==> config.mk <==
export PLATFORM = sky130hd
export DESIGN_NAME = alu_op_sequencer
export DESIGN_NICKNAME = d
export VERILOG_FILES = /design/src/rtl/alu_op_sequencer.sv
export SDC_FILE = /design/constraint.sdc
export NUM_CORES = 1
export LEC_CHECK = 0
export CORE_UTILIZATION = 30
export CTS_CLUSTER_SIZE = 25
export DETAILED_ROUTE_END_ITERATION = 8
export GPL_TIMING_DRIVEN = 0
export SYNTH_ARGS = -nofsm -noshare
export SYNTH_HDL_FRONTEND = slang
export SYNTH_SLANG_ARGS = --single-unit
==> constraint.sdc <==
create_clock -name CLK -period 3.8 [get_ports CLK]
set_clock_uncertainty 0.15 [all_clocks]
set_input_delay 0.76 -clock CLK [delete_from_list [all_inputs] [get_ports CLK]]
set_output_delay 0.76 -clock CLK [all_outputs]
set_load 0.005 [all_outputs]
==> src/rtl/alu_op_sequencer.sv <==
// Purpose: handshaked issue/capture stage around a combinational ALU_N, with sticky flags, op count and result chaining.
// Latency: accept at edge t, capture at edge t+1, OUT_VALID high from the cycle after t+1; one op per 2 cycles.
// Backpressure: HOLD keeps the captured result until OUT_READY; IN_READY follows OUT_READY in HOLD, low in EXEC.
module alu_op_sequencer #(
  parameter int N = 3
) (
  input  logic         CLK,
  input  logic         RESET,
  input  logic         IN_VALID,
  output logic         IN_READY,
  input  logic [N-1:0] IN_A,
  input  logic [N-1:0] IN_B,
  input  logic [3:0]   IN_SELECT,
  input  logic         IN_CHAIN,
  input  logic         CLEAR,
  output logic [N-1:0] ALU_A,
  output logic [N-1:0] ALU_B,
  output logic [3:0]   ALU_SELECT,
  input  logic [N-1:0] ALU_OUT,
  input  logic [3:0]   ALU_FLAGS,
  output logic         OUT_VALID,
  input  logic         OUT_READY,
  output logic [N-1:0] OUT_RESULT,
  output logic [3:0]   OUT_FLAGS,
  output logic         OUT_ILLEGAL,
  output logic [3:0]   STICKY_FLAGS,
  output logic [7:0]   OP_COUNT
);

  typedef enum logic [1:0] {
    IDLE = 2'd0,
    EXEC = 2'd1,
    HOLD = 2'd2
  } state_t;

  localparam logic [3:0] LAST_LEGAL_SEL = 4'b1001;

  state_t       state;
  logic [N-1:0] last_result;
  logic         accept;

  // Ready is combinational so a HOLD slot can hand off and accept in the same edge.
  always_comb begin
    IN_READY = 1'b0;
    if (!RESET) begin
      case (state)
        IDLE:    IN_READY = 1'b1;
        HOLD:    IN_READY = OUT_READY;
        default: IN_READY = 1'b0;
      endcase
    end
  end

  assign accept = IN_VALID & IN_READY;

  // Sequencer FSM with registered ALU operands, capture registers, sticky flags and op counter.
  always_ff @(posedge CLK) begin
    if (RESET) begin
      state        <= IDLE;
      ALU_A        <= '0;
      ALU_B        <= '0;
      ALU_SELECT   <= '0;
      last_result  <= '0;
      OUT_VALID    <= 1'b0;
      OUT_RESULT   <= '0;
      OUT_FLAGS    <= '0;
      OUT_ILLEGAL  <= 1'b0;
      STICKY_FLAGS <= '0;
      OP_COUNT     <= '0;
    end else begin
      // CLEAR outside a capture edge simply zeroes the sticky set.
      if (CLEAR) begin
        STICKY_FLAGS <= '0;
      end
      case (state)
        IDLE: begin
          if (accept) begin
            ALU_A      <= IN_CHAIN ? last_result : IN_A;
            ALU_B      <= IN_B;
            ALU_SELECT <= IN_SELECT;
            state      <= EXEC;
          end
        end
        EXEC: begin
          OUT_RESULT   <= ALU_OUT;
          OUT_FLAGS    <= ALU_FLAGS;
          OUT_ILLEGAL  <= (ALU_SELECT > LAST_LEGAL_SEL);
          last_result  <= ALU_OUT;
          // Clear takes effect before this capture's flags are merged in.
          STICKY_FLAGS <= (CLEAR ? 4'b0000 : STICKY_FLAGS) | ALU_FLAGS;
          OP_COUNT     <= OP_COUNT + 8'd1;
          OUT_VALID    <= 1'b1;
          state        <= HOLD;
        end
        HOLD: begin
          if (OUT_READY) begin
            OUT_VALID <= 1'b0;
            if (IN_VALID) begin
              // last_result equals the result being handed off this edge.
              ALU_A      <= IN_CHAIN ? last_result : IN_A;
              ALU_B      <= IN_B;
              ALU_SELECT <= IN_SELECT;
              state      <= EXEC;
            end else begin
              state <= IDLE;
            end
          end
        end
        default: state <= IDLE;
      endcase
    end
  end

endmodule

Word level (Yosys, flattened, before mapping) --
Cells that the tools add are included. W data, S select, Z words.
Word-level totals: word-level logic and storage cells 48, register bits after elaboration 33, bits of input ports 23
Operators by class: magnitude comparators 1, multiplexer cells 23, eq/ne operators 5, $add $sub $neg 1, reductions and logical operators 6, bitwise gates (word level) 2
Operator list (count):
- $mux W3 | 7
- $mux W4 | 5
- $pmux W3 S2 | 2
- $add A8 B1 Y8 const B | 1
- $pmux W4 S2 | 1
- $ne A2 B2 Y1 const B | 3
- $pmux W2 S3 | 1
- $gt A4 B4 Y1 const B | 1
- $mux W2 | 2
- $or A4 B4 Y4 | 1
- $pmux W1 S2 | 2
- $reduce_and A2 Y1 | 2
- $reduce_and A4 Y1 | 1
- $reduce_bool A2 Y1 | 2
- $mux W1 | 3
- $eq A2 B1 Y1 const B | 1
- $eq A2 B2 Y1 const B | 1
- $logic_not A2 Y1 | 1
- $and A1 B1 Y1 | 1

Depth between registers and ports, before layout --
depth in word-level cells 6, depth in mapped cells 6, mapped depth without buffers 4

Worst setup path before layout --
OpenSTA, ideal clock, no wires.
kind input port to flip-flop, start point input port RESET, end point register ALU_B[0], arrival time 1.797 ns, buffers on the path 2, stages on the path 6, data required time 3.522 ns, path slack 1.725 ns, cells stage by stage buf_2 > nor2b_4 > nor4b_4 > buf_6 > mux2i_1 > nor2_1
On the way: word-level cells in the longest chain between the ends 4
RTL lines:
- start: declaration | RTL line 8 | input logic RESET,
- $mux W1 | RTL line 45 | if (!RESET) begin
- $and A1 B1 Y1 | RTL line 54 | assign accept = IN_VALID & IN_READY;
- $ne A2 B2 Y1 (no source line)
- $reduce_and A4 Y1 (no source line)
- end signal: assignment | RTL line 61 | ALU_B <= '0;
- end signal: assignment | RTL line 79 | ALU_B <= IN_B;
- end signal: assignment | RTL line 101 | ALU_B <= IN_B;
- end: declaration | RTL line 17 | output logic [N-1:0] ALU_B,
Several ways; a longest one is shown, not always the timed one. A chain may end at the register's enable or synchronous reset.

Worst setup path in the final report --
start point input port OUT_READY, end point output port IN_READY
On the way: word-level cells in the longest chain between the ends 2
RTL lines:
- start: declaration | RTL line 22 | input logic OUT_READY,
- $pmux W1 S2 | RTL line 46 | case (state)
- $mux W1 | RTL line 45
- end: declaration | RTL line 10 | output logic IN_READY,
No other way between the ends.

==> metrics.md <==
| Metric | Value |
|---|---|
| Slowest CP cell | sky130_fd_sc_hd__clkdlybuf4s50_1 |
| Total setup violations reported at the end of the flow | 0 |
| Remaining routing DRC violations | 0 |
| Share of final-layout standard cells stronger than drive strength 1 | 0.0974 |
| Setup TNS | 0 ps |
| Worst path most repeated cell | sky130_fd_sc_hd__clkdlybuf4s50_1 |
| Number of search-and-repair iterations in the first detailed-routing pass | 2 |
| Ratio of final minimum period to clock period | 0.790 |
| Post-synthesis register bit count | 33 |
| Total number of placement rows | 23 |
| Post-cts resize count | 0 |
| Effective utilization at floorplan | 0.318 |
| Top cell type's share of synthesized area | 0.508 |
| Final-report max-slew violation count | 0 |
| CTS Hold Bufs | 0 |
| Vias in the first global route | 1121 |
| Number of max-cap violations | 0 |
| Clock slew at reported path FFs | about 60 ps |
| Commonest non-fill, non-tap cells in the layout | 53 x sky130_fd_sc_hd__clkdlybuf4s50_1, 33 x sky130_fd_sc_hd__dfxtp_1, 19 x sky130_fd_sc_hd__nand2_1, 15 x sky130_fd_sc_hd__nor2_1, 14 x sky130_fd_sc_hd__a21oi_1 |
| F_max | around 330 MHz |
| HPWL Detailed | approximately 2300 µm |
| Global routing usage summed across all routing layers | 0.153 |
| Unrepaired setup endpoints after global routing | false |
| Buffers on Ports | 53 |
| Iteration-0 DRC Markers | 18 |
| Final number of hold-violating endpoints | 0 |
| Num CTS Buffers | 5 |
| Number of buffers inserted by post-CTS setup repair | 0 |
| Pin count of the biggest net entering global routing | 11 |
| Synth Warn # | 0 |
| Syn Inst Count | roughly 140 |
| CTS tree | done |
| CP Launch Type | primary input |
| EDFF count, synth | 0 |
| Sinks on the clock net | 33 |
| N_diodes | 0 |
| Worst Setup End Kind | output port |
| Mean routed wirelength per cell | 12.7 µm |
| Most common library cell in the layout ignoring fill and taps | sky130_fd_sc_hd__clkdlybuf4s50_1 |
| Status | finished, final reports clean |
| Min-Delay Path Class | reg -> reg |
| Htree depth | 2 |
| Vias | about 1100 |
| Setup CP Type | in -> out |
| CP peak stage delay | 550 ps |
| Antenna violation net count after detailed routing | 0 |
| Final weighted congestion in routability-driven placement | around 0.70 |
| Core Util, Final | 0.485 |
| Biggest area consumer among synthesized cells | sky130_fd_sc_hd__dfxtp_1 |
| Die X-Extent | 67.9 µm |
| First-pass GRT wire length | approximately 5100 µm |
| Clock insertion delay at the later pin of the skew report | 280 ps |
| Synth Cell Area | between 1000 and 1500 µm² |
| Required time at the worst-slack endpoint | 2890 ps |
| I/O pin count | 55 |
| Aggregate global routing overflow | 0 |
| Crit path max fanout | 3 |
| Antenna violations before repair | 0 |
| Top post-synthesis cells by area | sky130_fd_sc_hd__dfxtp_1 51%, sky130_fd_sc_hd__mux2i_1 7.7%, sky130_fd_sc_hd__nand2_1 5.5%, sky130_fd_sc_hd__a21oi_1 5.4%, sky130_fd_sc_hd__nor2_1 4.3% |
| Worst vdd rail ir drop | around 160 µV |
| Tmin final | roughly 3000 ps |
| Aggregate routed wire length | approximately 3100 µm |
| Area Growth Syn to Fin | 52.2% |
| Die footprint | about 4600 µm² |
| Number of vias per cell after detailed routing | 4.56 |
| Number of nets in the finished design | 219 |
| CTS max path bufs | 2 |
| Clock root buffer | sky130_fd_sc_hd__clkbuf_8 |
| Power Density | roughly 390 nW/µm² |
| Worst path arrival time | roughly 2100 ps |
| Y dimension of the die | around 68 µm |
| Relative slew slack | 0.685 |
| Worst Tran Pin Value | approximately 470 ps |
| Syn_nets | approximately 160 |
| Portion of the post-synthesis area used by sequential elements | 0.508 |
| Core Box Area | between 4000 and 5000 µm² |
| CP cell instances | clkdlybuf4s50_1 -> nor2b_4 -> nor3_1 -> clkdlybuf4s50_1 |
| Unique cell type count in the Yosys netlist | 26 |
| Synthesized area divided by synthesized cell count | slightly below 10 µm² |
| Static leakage power | between 0.7 and 0.8 nW |
| Post-synth top flop | sky130_fd_sc_hd__dfxtp_1 |
| Fraction of registers with async set/reset | 0 |
cell type report:
class,instances,area [µm²]
Sequential cell,33,661
Tap cell,50,62.6
Fill cell,385,2110
Timing Repair Buffer,53,531
Buffer,8,41.3
Inverter,1,3.75
Clock buffer,7,86.3
Multi-Input combinational cell,93,596
per-layer routing:
metal / track usage / up-vias / part of all wire
met5: 0 / - / 0
li1: - / 570 / -
met3: 0.0650 / 2 / 0.079
met1: 0.183 / 506 / 0.46
met4: 0.0625 / 0 / 0.0051
met2: 0.241 / 40 / 0.45
sequential cells by signal, indices dropped and copies added, names as in the netlist:
name,cells
ALU_A,3
ALU_B,3
ALU_SELECT,4
OP_COUNT,8
OUT_FLAGS,4
OUT_ILLEGAL,1
OUT_VALID,1
STICKY_FLAGS,4
last_result,3
state,2
path summary, 6_finish.rpt:
check / from / end / slack, ps / cells after the start
min: OUT_FLAGS[0] / OUT_FLAGS[0] / 310 / 2
max reg2reg: state[1] / ALU_SELECT[2] / 2050 / 5
min reg2reg: OUT_FLAGS[0] / OUT_FLAGS[0] / 310 / 2
max: OUT_READY / IN_READY / 800 / 4
logic make-up after synthesis:
group                      Yosys count  synth area share
xor gates and xnor gates             7            0.0471
DFF                                 33             0.508
and+or+nand+nor                     54             0.220
muxes                               10            0.0769
AOI/OAI and AO/OA                   21             0.104
adders and majority gates            1           0.00961
buffers and inverters                9            0.0346
critical path: cells and delay by family:
kind,cells,cell delay [ps]
buf+inv,2,1070
simple gates,2,260
metrics by stage:
step	instance area (µm²)	cells	hold WS, ps	total power [mW]	setup slack [ps]
6_report	1980	245	312	0.764	798
4_1_cts	1980	245	314	0.775	767
3_3_place_gp	1890	238	299	0.511	792
5_1_grt	1980	245	342	0.808	717
3_5_place_dp	1890	238	299	0.514	772
2_1_floorplan	1300	135	298	0.443	1730
Yosys cell counts (all sizes together), types with 2 or more instances:
| cell type | instances |
|---|---|
| dfxtp | 33 |
| a21oi | 14 |
| buf | 4 |
| nand4 | 3 |
| and3 | 2 |
| a211oi | 4 |
| xor2 | 5 |
| clkbuf | 4 |
| nor2b | 3 |
| mux2i | 10 |
| nand2b | 6 |
| nand2 | 19 |
| nor2 | 18 |
| xnor2 | 2 |
report_power, final:
group	internal, mW	switching [mW]	total, mW
logic	0.0758	0.0487	0.125
registers	0.365	0.0156	0.380
clock network	0.143	0.115	0.259
total	0.584	0.180	0.764
Note: power is estimated with default switching activity, not from simulation.
